--- src/rtl/mr_cmd_scheduler.sv ---
// Round-robin scheduler of per-rank MRW/MRR requests onto one MR command channel.
// Optional MRR response timeout with error flag when MR_TIMEOUT_EN is defined.
module mr_cmd_scheduler #(
  parameter int NB_RANK   = 8,
  parameter int MRA_WIDTH = 8,
  parameter int MRD_WIDTH = 8,
  parameter int TMRD      = 4,
  parameter int TIMEOUT   = 64
) (
  input  logic                           clk_i,
  input  logic                           rst_i,
  input  logic [NB_RANK-1:0]             rank_mrw_i,
  input  logic [NB_RANK-1:0]             rank_mrr_i,
  input  logic [NB_RANK*MRA_WIDTH-1:0]   mraddr_i,
  input  logic [NB_RANK*MRD_WIDTH-1:0]   mrdata_i,
  output logic                           cmd_valid_o,
  input  logic                           cmd_ready_i,
  output logic                           cmd_write_o,
  output logic [$clog2(NB_RANK)-1:0]     cmd_rank_o,
  output logic [MRA_WIDTH-1:0]           cmd_addr_o,
  output logic [MRD_WIDTH-1:0]           cmd_wdata_o,
  input  logic                           rsp_valid_i,
  input  logic [MRD_WIDTH-1:0]           rsp_rdata_i,
  output logic [NB_RANK-1:0]             mrw_done_o,
  output logic [NB_RANK-1:0]             mrr_done_o,
  output logic [MRD_WIDTH-1:0]           mrr_rdata_o,
`ifdef MR_TIMEOUT_EN
  output logic                           mrr_err_o,
`endif
  output logic                           busy_o
);

  localparam int RW = $clog2(NB_RANK);
  localparam int GW = $clog2(TMRD + 1);

  typedef enum logic [2:0] {IDLE, ISSUE, WAIT_RSP, DONE, GAP} state_t;

  state_t                state_q, state_d;
  logic [RW-1:0]         rr_ptr, gnt_rank, idx;
  logic                  gnt_found;
  logic [NB_RANK-1:0]    mask_w, mask_r, req_w, req_r, done_oh;
  logic                  cmd_write_q;
  logic [RW-1:0]         cmd_rank_q;
  logic [MRA_WIDTH-1:0]  cmd_addr_q;
  logic [MRD_WIDTH-1:0]  cmd_wdata_q;
  logic [GW-1:0]         gap_cnt;
`ifdef MR_TIMEOUT_EN
  localparam int TW = $clog2(TIMEOUT + 1);
  logic [TW-1:0]         tmo_cnt;
  logic                  err_q;
`endif

  // Masks block a level request that is still held after its done pulse.
  assign req_w   = rank_mrw_i & ~mask_w;
  assign req_r   = rank_mrr_i & ~mask_r;
  assign done_oh = {{(NB_RANK-1){1'b0}}, 1'b1} << cmd_rank_q;

  always_comb begin
    gnt_found = 1'b0;
    gnt_rank  = '0;
    idx       = '0;
    for (int i = 0; i < NB_RANK; i++) begin
      idx = rr_ptr + i[RW-1:0];
      if (!gnt_found && (req_w[idx] | req_r[idx])) begin
        gnt_found = 1'b1;
        gnt_rank  = idx;
      end
    end
  end

  always_ff @(posedge clk_i) begin
    if (rst_i) state_q <= IDLE;
    else       state_q <= state_d;
  end

  always_comb begin
    state_d = state_q;
    case (state_q)
      IDLE:     if (gnt_found) state_d = ISSUE;
      ISSUE:    if (cmd_ready_i) state_d = cmd_write_q ? DONE : WAIT_RSP;
      WAIT_RSP: begin
        if (rsp_valid_i) state_d = DONE;
`ifdef MR_TIMEOUT_EN
        else if (tmo_cnt == TW'(TIMEOUT - 1)) state_d = DONE;
`endif
      end
      DONE:     state_d = GAP;
      GAP:      if (gap_cnt <= GW'(1)) state_d = IDLE;
      default:  state_d = IDLE;
    endcase
  end

  always_comb begin
    cmd_valid_o = (state_q == ISSUE);
    busy_o      = (state_q != IDLE);
    mrw_done_o  = (state_q == DONE &&  cmd_write_q) ? done_oh : '0;
    mrr_done_o  = (state_q == DONE && !cmd_write_q) ? done_oh : '0;
`ifdef MR_TIMEOUT_EN
    mrr_err_o   = (state_q == DONE) && err_q;
`endif
  end

  assign cmd_write_o = cmd_write_q;
  assign cmd_rank_o  = cmd_rank_q;
  assign cmd_addr_o  = cmd_addr_q;
  assign cmd_wdata_o = cmd_wdata_q;

  always_ff @(posedge clk_i) begin
    if (rst_i) begin
      rr_ptr      <= '0;
      mask_w      <= '0;
      mask_r      <= '0;
      cmd_write_q <= 1'b0;
      cmd_rank_q  <= '0;
      cmd_addr_q  <= '0;
      cmd_wdata_q <= '0;
      gap_cnt     <= '0;
      mrr_rdata_o <= '0;
`ifdef MR_TIMEOUT_EN
      tmo_cnt     <= '0;
      err_q       <= 1'b0;
`endif
    end else begin
      mask_w <= (mask_w | mrw_done_o) & rank_mrw_i;
      mask_r <= (mask_r | mrr_done_o) & rank_mrr_i;
      case (state_q)
        IDLE: if (gnt_found) begin
          cmd_rank_q  <= gnt_rank;
          cmd_write_q <= req_w[gnt_rank];
          cmd_addr_q  <= mraddr_i[int'(gnt_rank)*MRA_WIDTH +: MRA_WIDTH];
          cmd_wdata_q <= req_w[gnt_rank] ? mrdata_i[int'(gnt_rank)*MRD_WIDTH +: MRD_WIDTH] : '0;
          rr_ptr      <= gnt_rank + 1'b1;
        end
`ifdef MR_TIMEOUT_EN
        ISSUE: tmo_cnt <= '0;
`endif
        WAIT_RSP: begin
          if (rsp_valid_i) mrr_rdata_o <= rsp_rdata_i;
`ifdef MR_TIMEOUT_EN
          else if (tmo_cnt == TW'(TIMEOUT - 1)) begin
            mrr_rdata_o <= '1;
            err_q       <= 1'b1;
          end else tmo_cnt <= tmo_cnt + 1'b1;
`endif
        end
        DONE: begin
          gap_cnt <= GW'(TMRD);
`ifdef MR_TIMEOUT_EN
          err_q   <= 1'b0;
`endif
        end
        GAP: gap_cnt <= gap_cnt - 1'b1;
        default: ;
      endcase
    end
  end

endmodule
--- config.mk ---
export PLATFORM = sky130hd
export DESIGN_NAME = mr_cmd_scheduler
export DESIGN_NICKNAME = d
export VERILOG_FILES = /design/src/rtl/mr_cmd_scheduler.sv
export SDC_FILE = /design/constraint.sdc
export NUM_CORES = 1
export LEC_CHECK = 0
export CAP_MARGIN = 20
export CORE_ASPECT_RATIO = 1.4
export CORE_MARGIN = 2
export CORE_UTILIZATION = 35
export CTS_BUF_LIST = sky130_fd_sc_hd__clkbuf_8
export CTS_CLUSTER_SIZE = 40
export DETAILED_ROUTE_END_ITERATION = 8
export GPL_ROUTABILITY_DRIVEN = 0
export PLACE_DENSITY_LB_ADDON = 0.2
export RECOVER_POWER = 100
export REMOVE_ABC_BUFFERS = 1
export SLEW_MARGIN = 10
export SYNTH_ARGS = -nofsm -noshare
export SYNTH_HDL_FRONTEND = slang
export SYNTH_SLANG_ARGS = --single-unit
export TNS_END_PERCENT = 5
--- constraint.sdc ---
create_clock -name clk_i -period 4.99 [get_ports clk_i]
set_input_delay 0.998 -clock clk_i [delete_from_list [all_inputs] [get_ports clk_i]]
set_output_delay 0.998 -clock clk_i [all_outputs]
set_load 0.05 [all_outputs]
==> results of run 1 <==
[kinds of logic (layout without fill, tap and decap cells)]
family,Yosys count,in the layout,synth area share
flip-flops,53,53,0.254
XOR/XNOR,4,4,0.00838
AO/OA/AOI/OAI,81,81,0.136
multiplexers,111,111,0.320
AND/OR/NAND/NOR,181,181,0.214
adder cells (fa/ha/maj),5,5,0.0150
buffers and inverters,44,239,0.0527
[cells in the mapped netlist, drive strengths merged (3+ instances only)]
| master | number |
|---|---|
| nor3 | 14 |
| nand2 | 43 |
| buf | 17 |
| a221oi | 4 |
| nor2 | 61 |
| inv | 14 |
| nor3b | 15 |
| xnor2 | 3 |
| or2 | 4 |
| nand3 | 7 |
| clkbuf | 13 |
| o21ai | 18 |
| o21a | 7 |
| nand4 | 6 |
| ha | 5 |
| o211ai | 3 |
| dfxtp | 53 |
| mux2i | 93 |
| or3 | 3 |
| mux4 | 16 |
| nor2b | 3 |
| nand3b | 3 |
| nand2b | 16 |
| a211oi | 12 |
| a21oi | 19 |
[layer usage]
layer | vias up | track usage
li1 | 2135 | -
met1 | 2017 | 0.236
met2 | 194 | 0.412
met3 | 29 | 0.0566
met4 | 0 | 0.0798
met5 | - | 0
[layout make-up]
| class | count | area, sq um | share of cell area |
|---|---|---|---|
| multi-input cells | 382 | 2930 | 0.453 |
| repair buffers | 217 | 2160 | 0.334 |
| flip-flops and latches | 53 | 1060 | 0.164 |
| well taps | 147 | 184 | 0.0285 |
| clock buffers | 5 | 68.8 | 0.0106 |
| inverters | 14 | 55.1 | 0.00852 |
| clock inverters | 3 | 13.8 | 0.00213 |
[registers in the layout, summed over array words and instances, names as in the netlist]
signal       cells
gap_cnt          3
cmd_rank_o       3
mrr_rdata_o      8
cmd_addr_o       8
mask_w           8
cmd_write_o      1
rr_ptr           3
mask_r           8
cmd_wdata_o      8
state_q          3
[cell usage in the layout (no fill, tap or decap), drive strengths merged, types with 3 or more instances in the layout]
master	instances
clkdlybuf4s50	154
a221oi	4
nand4	6
or3	3
nor2	61
nor3	14
nand2	43
mux2i	93
nand2b	16
o21a	7
o21ai	18
buf	14
nand3b	3
nand3	7
a211oi	12
a21oi	19
inv	15
or2	4
nor2b	3
dlygate4sd3	46
xnor2	3
clkbuf	8
nor3b	15
dfxtp	53
ha	5
o211ai	3
mux4	16
[power groups by stage]
stage | registers, mW | clock network (mW) | logic [mW]
after floorplan | 0.782 | 0 | 0.963
after global placement | 0.577 | 0 | 1.73
after detailed placement | 0.580 | 0 | 1.75
after CTS | 0.571 | 0.257 | 1.76
after global routing | 0.581 | 0.267 | 1.83
final | 0.568 | 0.245 | 1.72
[worst max-delay path: stages]
cell and delay, ns:
clkdlybuf4s50_1 0.43, nand2b_1 0.14, o21ai_0 0.13, mux4_2 0.53
or2_4 0.27, o22a_1 0.23, or3_1 0.52, nor3_1 0.38
a2bb2oi_4 0.24, mux4_1 0.35, or4_1 0.44, o41a_4 0.15
o21ai_0 0.18
[worst min path at each step]
stage | endpoint | slack, ns | cells after the start
after global routing | cmd_wdata_o[2]$_SDFFE_PP0P_ | 0.48 | 2
after global placement | cmd_wdata_o[7]$_SDFFE_PP0P_ | 0.44 | 2
after floorplan | gap_cnt[1]$_SDFFE_PP0P_ | 0.46 | 2
after detailed placement | cmd_wdata_o[6]$_SDFFE_PP0P_ | 0.45 | 2
after CTS | mrr_rdata_o[5]$_SDFFE_PP0P_ | 0.46 | 2
final | mrr_rdata_o[7]$_SDFFE_PP0P_ | 0.46 | 2
==> flow_metrics.py, run 1 <==
metrics = {
    "outcome": {
        "status": "complete, but fails checks",
        "violations": "max-capacitance violations, max-slew violations",
    },
    "pwr": {
        "switchingPower_mw": 1.16,
        "p_comb_frac": 0.679,
        "p_seq_frac": 0.224,
        "power_leakage_nw": 2.45,
        "p_sw_frac": 0.458,
        "peakVddDrop_mv": 0.181,
        "pwr-share-clk": 0.097,
        "power_mw": 2.53,
        "power.density_nw_per_um2": 392,
        "p_int_mw": 1.37,
    },
    "grt": {
        "grt_pass1_vias": 4392,
        "grt_max_degree": 37,
        "track_usage": 0.223,
        "grt_antenna_before_repair": 0,
        "globalRouteOverflowTotal": 0,
        "grt_pass1_wl_mm": 21.9,
    },
    "detailed_routing": {
        "wl_met3_mm": 1.11,
        "wl_per_cell_microns": 17.5,
        "firstDrtPassIters": 4,
        "drc": 0,
        "wirelength_met1_mm": 5.01,
        "vias_per_cell": 5.33,
        "drtIter0Drc": 204,
        "totalWireLength_mm": 14.3,
        "vias": 4375,
        "topRoutingLayerUsed": "met4",
        "routed-wl-met2_mm": 7.78,
        "drt.antenna.violating_nets": 0,
    },
    "synth": {
        "seq_area_frac_synth": 0.254,
        "yosys_most_used_dff": "dfxtp_1",
        "ys_ff_latch": 53,
        "async_reset_ff_frac": 0,
        "netlist_top_cells_area": "dfxtp_1 25%, mux2i_1 22%, nor2_1 5.5%, mux4_2 5.4%, mux4_1 3.8%",
        "yosys_warnings": 0,
        "avgSynthCellArea_sq_um": 8.72,
        "syn-instance-count": 479,
        "synth_edf_count": 0,
        "netlist.area_leader.share": 0.254,
        "netlist_area_sq_um": 4180,
        "synth_area_leader_cell": "dfxtp_1",
        "yosysUniqueCellTypes": 59,
    },
    "cells_and_area": {
        "fin_cells": 821,
        "drive_gt1_frac": 0.0697,
        "fill_cells": 1100,
        "antenna_cells": 0,
        "utilization": 0.550,
        "nets": 834,
        "syn2layout_area_growth_pct": 54.7,
        "stdcell_area_sq_um": 6460,
    },
    "timing": {
        "fmax_mhz": 211,
        "whs_ns": 0.458,
        "hold_viol": 0,
        "min_period_ns": 4.73,
        "relSlewSlack": -0.160,
        "rsz0062_at_grt": "false",
        "layout_worst_path_cycle_share": 0.948,
        "setup_violations": 0,
        "setup_ws_ns": 0.260,
        "tns_ns": 0,
        "finalMaxSlewViolations": 37,
        "fin_skew_ns": 0.00597,
        "worst_pin_slew_ns": 1.74,
    },
    "place": {
        "io_buffers": 201,
        "dp_slack_ns": 0.0116,
        "dp_hpwl_mm": 11.9,
        "placed_cell_area_sq_um": 6390,
        "place_inst": 813,
    },
    "setup_path": {
        "r2r-start": "rr_ptr[0]$_SDFFE_PP0P_",
        "cp-start-kind": "input pin",
        "cp.arrival_ns": 4.98,
        "crit_path_end": "cmd_wdata_o[6]$_SDFFE_PP0P_",
        "r2r-end": "cmd_wdata_o[6]$_SDFFE_PP0P_",
        "reg2reg_slack_ns": 0.64,
        "cp-startpoint": "rank_mrw_i[1]",
        "cp.required_ns": 5.24,
        "r2r_cells": 14,
        "end_kind": "flip-flop",
        "worstSetupPathType": "in2reg",
        "worstPathMaxFanout": 8,
    },
    "clock_tree": {
        "clockBufferDepth": 2,
        "ctsResizeCount": 0,
        "h-tree-depth": 2,
        "cts_tree": "yes",
        "cts.sinks": 53,
        "clk_latency_ns": 0.32,
        "post_cts_buffers": 0,
        "cts-buffers-inserted": 5,
        "clk_pin_slew_ns": 0.10,
        "root_buffer": "clkbuf_8",
        "hold_buffers": 0,
    },
    "floorplanning": {
        "die_area_sq_um": 12800,
        "die_h_microns": 133,
        "core_area_sq_um": 11800,
        "die_w_microns": 96.4,
        "io_pins": 202,
        "start_util": 0.355,
        "num_rows": 47,
    },
    "min_path": {
        "min_from": "mrr_rdata_o[7]$_SDFFE_PP0P_",
        "hp-class": "reg2reg",
    },
    "job": {
        "maxCapViolations": 1,
    },
}
Note: power is estimated with default switching activity, not from simulation.
==> inputs of run 2 (changes only) <==
clock period = 4.1 ns   (was 4.99 ns; I/O delays follow)
==> run 2 against run 1 <==
Effect of this change: global-route usage rose by 1.3 points; setup slack worse by 0.13 ns; non-clock buffer count increased by 58; first-iteration DRC count is 17% lower; sequential cell count is the same; the flow now finishes without violations; sequential share of layout area fell by 1.2 points.
==> flow_metrics.py, run 2 (same netlist as run 1, synthesis figures left out) <==
metrics = {
    "pwr": {
        "power_mw": 3.32,
        "peakVddDrop_mv": 0.269,
        "power_leakage_nw": 2.79,
        "power.density_nw_per_um2": 477,
    },
    "cells_and_area": {
        "final_common_cell": "clkdlybuf4s50_1",
        "nets": 892,
        "antenna_cells": 0,
        "drive_gt1_frac": 0.168,
        "syn2layout_area_growth_pct": 66.6,
        "seq_area_sq_um": 1060,
        "fill_cells": 1062,
        "layout_common_cells": "137 x clkdlybuf4s50_1, 93 x mux2i_1, 63 x buf_4",
        "multi_input_area_sq_um": 2970,
    },
    "floorplanning": {
        "die_h_microns": 133,
        "io_pins": 202,
        "die_w_microns": 96.4,
        "start_util": 0.355,
        "die_area_sq_um": 12800,
        "core_area_sq_um": 11800,
        "num_rows": 47,
    },
    "place": {
        "io_buffers": 201,
        "dp_hpwl_mm": 12.4,
    },
    "setup_path": {
        "cp_top_family": "simple AND/OR/NAND/NOR gates",
        "cp-start-kind": "input pin",
        "reg2reg_slack_ns": 0.23,
        "cp.arrival_ns": 4.23,
        "worst-path-buf-inv": 2,
        "r2r_cells": 11,
        "slowest_stage": "mux4_2",
        "worstSetupPathType": "in2reg",
        "worstPathMaxFanout": 8,
        "r2r-start": "rr_ptr[0]$_SDFFE_PP0P_",
        "cp.required_ns": 4.35,
        "max_stage_delay_ns": 0.54,
        "crit_chain": "dlygate4sd2_1 > nand2b_1 > nand2_1 > mux4_2 > or2_0 > o22a_1 > or3_4 > buf_6 > o21ai_4 > mux4_2 > or4_4 > o41a_4 > o21ai_2",
        "cp-startpoint": "rank_mrr_i[7]",
        "r2r-end": "cmd_wdata_o[7]$_SDFFE_PP0P_",
        "end_kind": "flip-flop",
        "cpMostUsedCell": "mux4_2",
    },
    "detailed_routing": {
        "firstDrtPassIters": 4,
        "drtIter0Drc": 169,
        "vias": 4599,
        "drc": 0,
        "wl_per_cell_microns": 17.3,
        "totalWireLength_mm": 15.2,
        "vias_per_cell": 5.23,
        "drt.antenna.violating_nets": 0,
    },
    "clock_tree": {
        "cts_tree": "yes",
        "root_buffer": "clkbuf_8",
        "clk_latency_ns": 0.32,
        "h-tree-depth": 2,
        "cts-buffers-inserted": 5,
        "hold_buffers": 0,
        "clockBufferDepth": 2,
        "cts.sinks": 53,
        "clk_pin_slew_ns": 0.10,
    },
    "min_path": {
        "min_from": "cmd_wdata_o[1]$_SDFFE_PP0P_",
        "hp-class": "reg2reg",
        "hold_path_end": "cmd_wdata_o[1]$_SDFFE_PP0P_",
        "min_path_cells": 2,
    },
    "grt": {
        "globalRouteOverflowTotal": 0,
        "grt_max_degree": 37,
        "track_usage": 0.235,
        "grt_pass1_wl_mm": 23.1,
        "grt_antenna_before_repair": 0,
        "grt_pass1_vias": 4815,
    },
    "timing": {
        "relSlewSlack": 0.313,
        "min_period_ns": 3.97,
        "layout_worst_path_cycle_share": 0.969,
        "fmax_mhz": 252,
        "worst_pin_slew_ns": 1.03,
        "finalMaxSlewViolations": 0,
        "rsz0062_at_grt": "false",
        "tns_ns": 0,
        "hold_viol": 0,
        "fin_skew_ns": 0.00824,
        "setup_violations": 0,
    },
    "job": {
        "maxCapViolations": 0,
    },
    "outcome": {
        "status": "completed",
    },
}
-- run 2: what timing repair did --
action / in CTS / in global routing
hold endpoints to repair: 0 / 0
setup buffers: 13 / 6
pin swaps: 19 / 12
gates resized for setup: 29 / 14
setup endpoints to repair: 11 / 17
cloned: 0 / 0
-- run 2: report_power, final --
part           switching, mW  total (mW)  internal (mW)
logic                   1.20        2.30           1.10
registers             0.0877       0.691          0.603
clock network          0.190       0.327          0.138
-- run 2: worst reg2reg max path, delay by kind of cell (launching register included) --
kind / cells / cell delay (ns)
flops: 1 / 0.39
fa+ha+maj: 1 / 0.47
simple gates: 2 / 0.81
mux: 3 / 1.45
buf+inv: 2 / 0.18
compound gates: 3 / 0.50
-- run 2: worst max path at each step --
stage	to	cells past startpoint	slack, ns
after detailed placement	cmd_wdata_o[7]$_SDFFE_PP0P_	14	-0.42
after floorplan	cmd_wdata_o[0]$_SDFFE_PP0P_	11	-1.43
after CTS	cmd_wdata_o[7]$_SDFFE_PP0P_	14	0.003
final	cmd_wdata_o[7]$_SDFFE_PP0P_	13	0.13
after global placement	cmd_wdata_o[3]$_SDFFE_PP0P_	13	-0.33
after global routing	cmd_addr_o[3]$_SDFFE_PP0P_	14	0.01
-- run 2: through the flow --
| step | hold slack, ns | utilization | std cells | cell area [sq um] | setup WS [ns] |
|---|---|---|---|---|---|
| 5_1_grt | 0.489 | 0.592 | 879 | 6960 | 0.00963 |
| 3_3_place_gp | 0.437 | 0.567 | 852 | 6670 | -0.335 |
| 6_report | 0.457 | 0.592 | 879 | 6960 | 0.128 |
| 3_5_place_dp | 0.444 | 0.567 | 852 | 6670 | -0.419 |
| 4_1_cts | 0.461 | 0.585 | 873 | 6880 | 0.00304 |
| 2_1_floorplan | 0.455 | - | 449 | 4010 | -1.43 |
-- run 2: final cells by class --
class	instances	share of cell area
inverter	14	0.00791
sequential	53	0.152
clock buffer	6	0.0119
multi-input combinational	382	0.426
clock inverter	2	0.00198
timing repair buffer	275	0.373
tap	147	0.0264
-- run 2: metal layers --
metal  GRT usage  vias to the layer above  wire length [microns]
met1       0.244                     2122                   5330
met2       0.449                      198                   8410
li1            -                     2254                      -
met4      0.0728                        0                    349
met3      0.0577                       25                   1140
met5           0                        -                      0
==> inputs of run 3 (changes only) <==
ABC_AREA = 1   (was unset)
CORE_UTILIZATION = 40   (was 35)
==> run 3 against run 2 <==
Effect of this change: critical endpoint is now cmd_wdata_o[6]$_SDFFE_PP0P_; via count rose by 29%; hold slack worse by 0.0075 ns; fmax grew 9.8%; largest cell class unchanged; cell area shrank 1.8%; first-iteration DRC count increased by 55%; power grew 68%; clock power is 2% lower; combinational power up 97%; the run now ends with max-capacitance violations, max-slew violations left.
==> flow_metrics.py, run 3 <==
metrics = {
    "outcome": {
        "status": "complete, but fails checks",
        "violations": "max-capacitance violations, max-slew violations",
    },
    "cells_and_area": {
        "antenna_cells": 0,
        "fin_cells": 1141,
        "syn2layout_area_growth_pct": 46.3,
        "utilization": 0.603,
        "fill_cells": 1155,
        "stdcell_area_sq_um": 6840,
        "multi_input_area_sq_um": 3030,
        "layout_common_cells": "232 x nand2_1, 216 x nand3_1, 154 x clkdlybuf4s50_1",
        "nets": 1157,
        "seq_area_sq_um": 1060,
        "final_common_cell": "nand2_1",
        "drive_gt1_frac": 0.0592,
    },
    "setup_path": {
        "cp_top_family": "simple AND/OR/NAND/NOR gates",
        "r2r_cells": 22,
        "r2r-end": "cmd_wdata_o[6]$_SDFFE_PP0P_",
        "cp-startpoint": "rr_ptr[0]$_SDFFE_PP0P_",
        "slowest_stage": "dfxtp_1",
        "worst-path-buf-inv": 6,
        "end_kind": "flip-flop",
        "worstSetupPathType": "reg2reg",
        "cp.arrival_ns": 3.75,
        "reg2reg_slack_ns": 0.48,
        "worstPathMaxFanout": 24,
        "cp.required_ns": 4.23,
        "cpMostUsedCell": "nand2_1",
        "crit_path_end": "cmd_wdata_o[6]$_SDFFE_PP0P_",
        "crit_chain": "inv_4 > ha_1 > clkinv_1 > nand3_1 > nand2_1 > a21oi_1 > nand2_1 > nand2_1 > inv_1 > nor3_4 > nand2_1 > o21ai_0 > inv_1 > nand2_1 > nand2_1 > nand2_4 > inv_2 > clkbuf_2 > nand3_1 > nand2_1 > nand3_1 > a21oi_1",
        "worst-path-stages": 22,
        "cp-start-kind": "flip-flop",
        "max_stage_delay_ns": 0.39,
        "r2r-start": "rr_ptr[0]$_SDFFE_PP0P_",
    },
    "synth": {
        "synth_edf_count": 0,
        "netlist_top_cells_area": "nand3_1 23%, dfxtp_1 23%, nand2_1 19%, inv_1 5.5%, nor2_1 5.5%",
        "yosys_warnings": 0,
        "netlist.area_leader.share": 0.231,
        "yosysUniqueCellTypes": 37,
        "async_reset_ff_frac": 0,
        "yosys_most_used_dff": "dfxtp_1",
        "netlist_area_sq_um": 4670,
        "avgSynthCellArea_sq_um": 5.74,
        "syn-instance-count": 814,
        "synthTopCellsByCount": "231 x nand2_1, 216 x nand3_1, 69 x inv_1, 69 x nor2_1, 53 x dfxtp_1",
        "yosysMostFrequentCell": "nand2_1",
        "ys_ff_latch": 53,
        "seq_area_frac_synth": 0.227,
        "synth_area_leader_cell": "nand3_1",
    },
    "clock_tree": {
        "clockBufferDepth": 2,
        "clk_latency_ns": 0.32,
        "clk_pin_slew_ns": 0.11,
        "post_cts_buffers": 0,
        "ctsResizeCount": 0,
        "hold_buffers": 0,
        "cts-buffers-inserted": 5,
        "root_buffer": "clkbuf_8",
        "cts.sinks": 53,
        "h-tree-depth": 2,
        "cts_tree": "yes",
    },
    "floorplanning": {
        "die_w_microns": 95.3,
        "die_area_sq_um": 12600,
        "die_h_microns": 132,
        "num_rows": 46,
        "io_pins": 202,
        "start_util": 0.412,
        "core_area_sq_um": 11300,
    },
    "timing": {
        "rsz0062_at_grt": "false",
        "hold_viol": 0,
        "setup_violations": 0,
        "fmax_mhz": 276,
        "fin_skew_ns": 0.0167,
        "worst_pin_slew_ns": 1.56,
        "tns_ns": 0,
        "layout_worst_path_cycle_share": 0.883,
        "setup_ws_ns": 0.481,
        "relSlewSlack": -0.0392,
        "min_period_ns": 3.62,
        "finalMaxSlewViolations": 33,
    },
    "grt": {
        "grt_pass1_vias": 5703,
        "grt_max_degree": 37,
        "grt_antenna_before_repair": 0,
        "grt_pass1_wl_mm": 26.6,
        "track_usage": 0.263,
        "globalRouteOverflowTotal": 0,
    },
    "pwr": {
        "peakVddDrop_mv": 0.534,
        "power_leakage_nw": 3.11,
        "power.density_nw_per_um2": 814,
    },
    "detailed_routing": {
        "totalWireLength_mm": 16.5,
        "firstDrtPassIters": 5,
        "drt.antenna.violating_nets": 0,
        "wl_per_cell_microns": 14.5,
        "drc": 0,
        "vias": 5944,
        "vias_per_cell": 5.21,
        "drtIter0Drc": 262,
    },
    "place": {
        "dp_hpwl_mm": 13.0,
        "io_buffers": 201,
        "place_inst": 1133,
        "dp_slack_ns": 0.358,
        "placed_cell_area_sq_um": 6750,
    },
    "job": {
        "maxCapViolations": 1,
    },
    "min_path": {
        "hp-class": "reg2reg",
    },
}
run 3: cell types whose count changed in the layout (fill, tap and decap cells not counted), moves of 17 or more:
cell             change
nand3_1            +209
buf_4               -52
o21ai_0             +27
inv_1               +62
clkdlybuf4s50_1     +17
nand2_1            +191
mux2i_1             -93
run 3: power by group:
group | internal [mW] | leakage (nW) | total (mW) | switching [mW]
registers | 0.621 | 0.433 | 0.700 | 0.0785
logic | 1.58 | 2.63 | 4.54 | 2.96
clock network | 0.124 | 0.0447 | 0.322 | 0.198
total | 2.33 | 3.11 | 5.57 | 3.24
run 3: kinds of logic (layout without fill, tap and decap cells):
family          count (synthesis)  count (layout)  share of synthesized area
xor+xnor                        4               4                    0.00750
flops                          53              53                      0.227
buf+inv                       123             306                      0.122
simple gates                  563             563                      0.553
fa+ha+maj                       5               5                     0.0134
compound gates                 66              66                     0.0761
run 3: final cells by class:
cell class,count,share of cell area
multi-input combinational,638,0.444
timing repair buffer,218,0.317
sequential,53,0.155
inverter,80,0.0443
tap,144,0.0264
clock buffer,5,0.0101
clock inverter,3,0.00366
run 3: how the worst min path moves through the flow:
| stage | from | end | slack, ns | cells after the start |
|---|---|---|---|---|
| detailed placement | mrr_rdata_o[5]$_SDFFE_PP0P_ | mrr_rdata_o[5]$_SDFFE_PP0P_ | 0.44 | 2 |
| global route | mrr_rdata_o[4]$_SDFFE_PP0P_ | mrr_rdata_o[4]$_SDFFE_PP0P_ | 0.48 | 2 |
| floorplan | gap_cnt[0]$_SDFFE_PP0P_ | gap_cnt[0]$_SDFFE_PP0P_ | 0.45 | 1 |
| CTS | mrr_rdata_o[5]$_SDFFE_PP0P_ | mrr_rdata_o[5]$_SDFFE_PP0P_ | 0.46 | 2 |
| global placement | mrr_rdata_o[4]$_SDFFE_PP0P_ | mrr_rdata_o[4]$_SDFFE_PP0P_ | 0.43 | 2 |
| finish | mrr_rdata_o[5]$_SDFFE_PP0P_ | mrr_rdata_o[5]$_SDFFE_PP0P_ | 0.45 | 2 |
run 3: worst reg2reg max path, cell delays in order (launching register included):
cell,delay [ns]
dfxtp_1,0.39
inv_4,0.13
ha_1,0.33
clkinv_1,0.30
nand3_1,0.22
nand2_1,0.06
a21oi_1,0.15
nand2_1,0.07
nand2_1,0.13
inv_1,0.11
nor3_4,0.23
nand2_1,0.16
o21ai_0,0.11
inv_1,0.06
nand2_1,0.06
nand2_1,0.08
nand2_4,0.15
inv_2,0.12
clkbuf_2,0.25
nand3_1,0.14
nand2_1,0.05
nand3_1,0.07
a21oi_1,0.06
run 3: routing by layer:
metal	track usage	routed length [microns]
met1	0.303	6450
met4	0.105	600
met5	0	0
met2	0.470	8470
met3	0.0446	986
run 3: through the flow:
step	total power [mW]	hold slack, ns
after floorplan	3.82	0.454
after global placement	5.26	0.432
after detailed placement	5.31	0.440
after CTS	5.64	0.457
after global routing	6.16	0.481
final	5.57	0.449
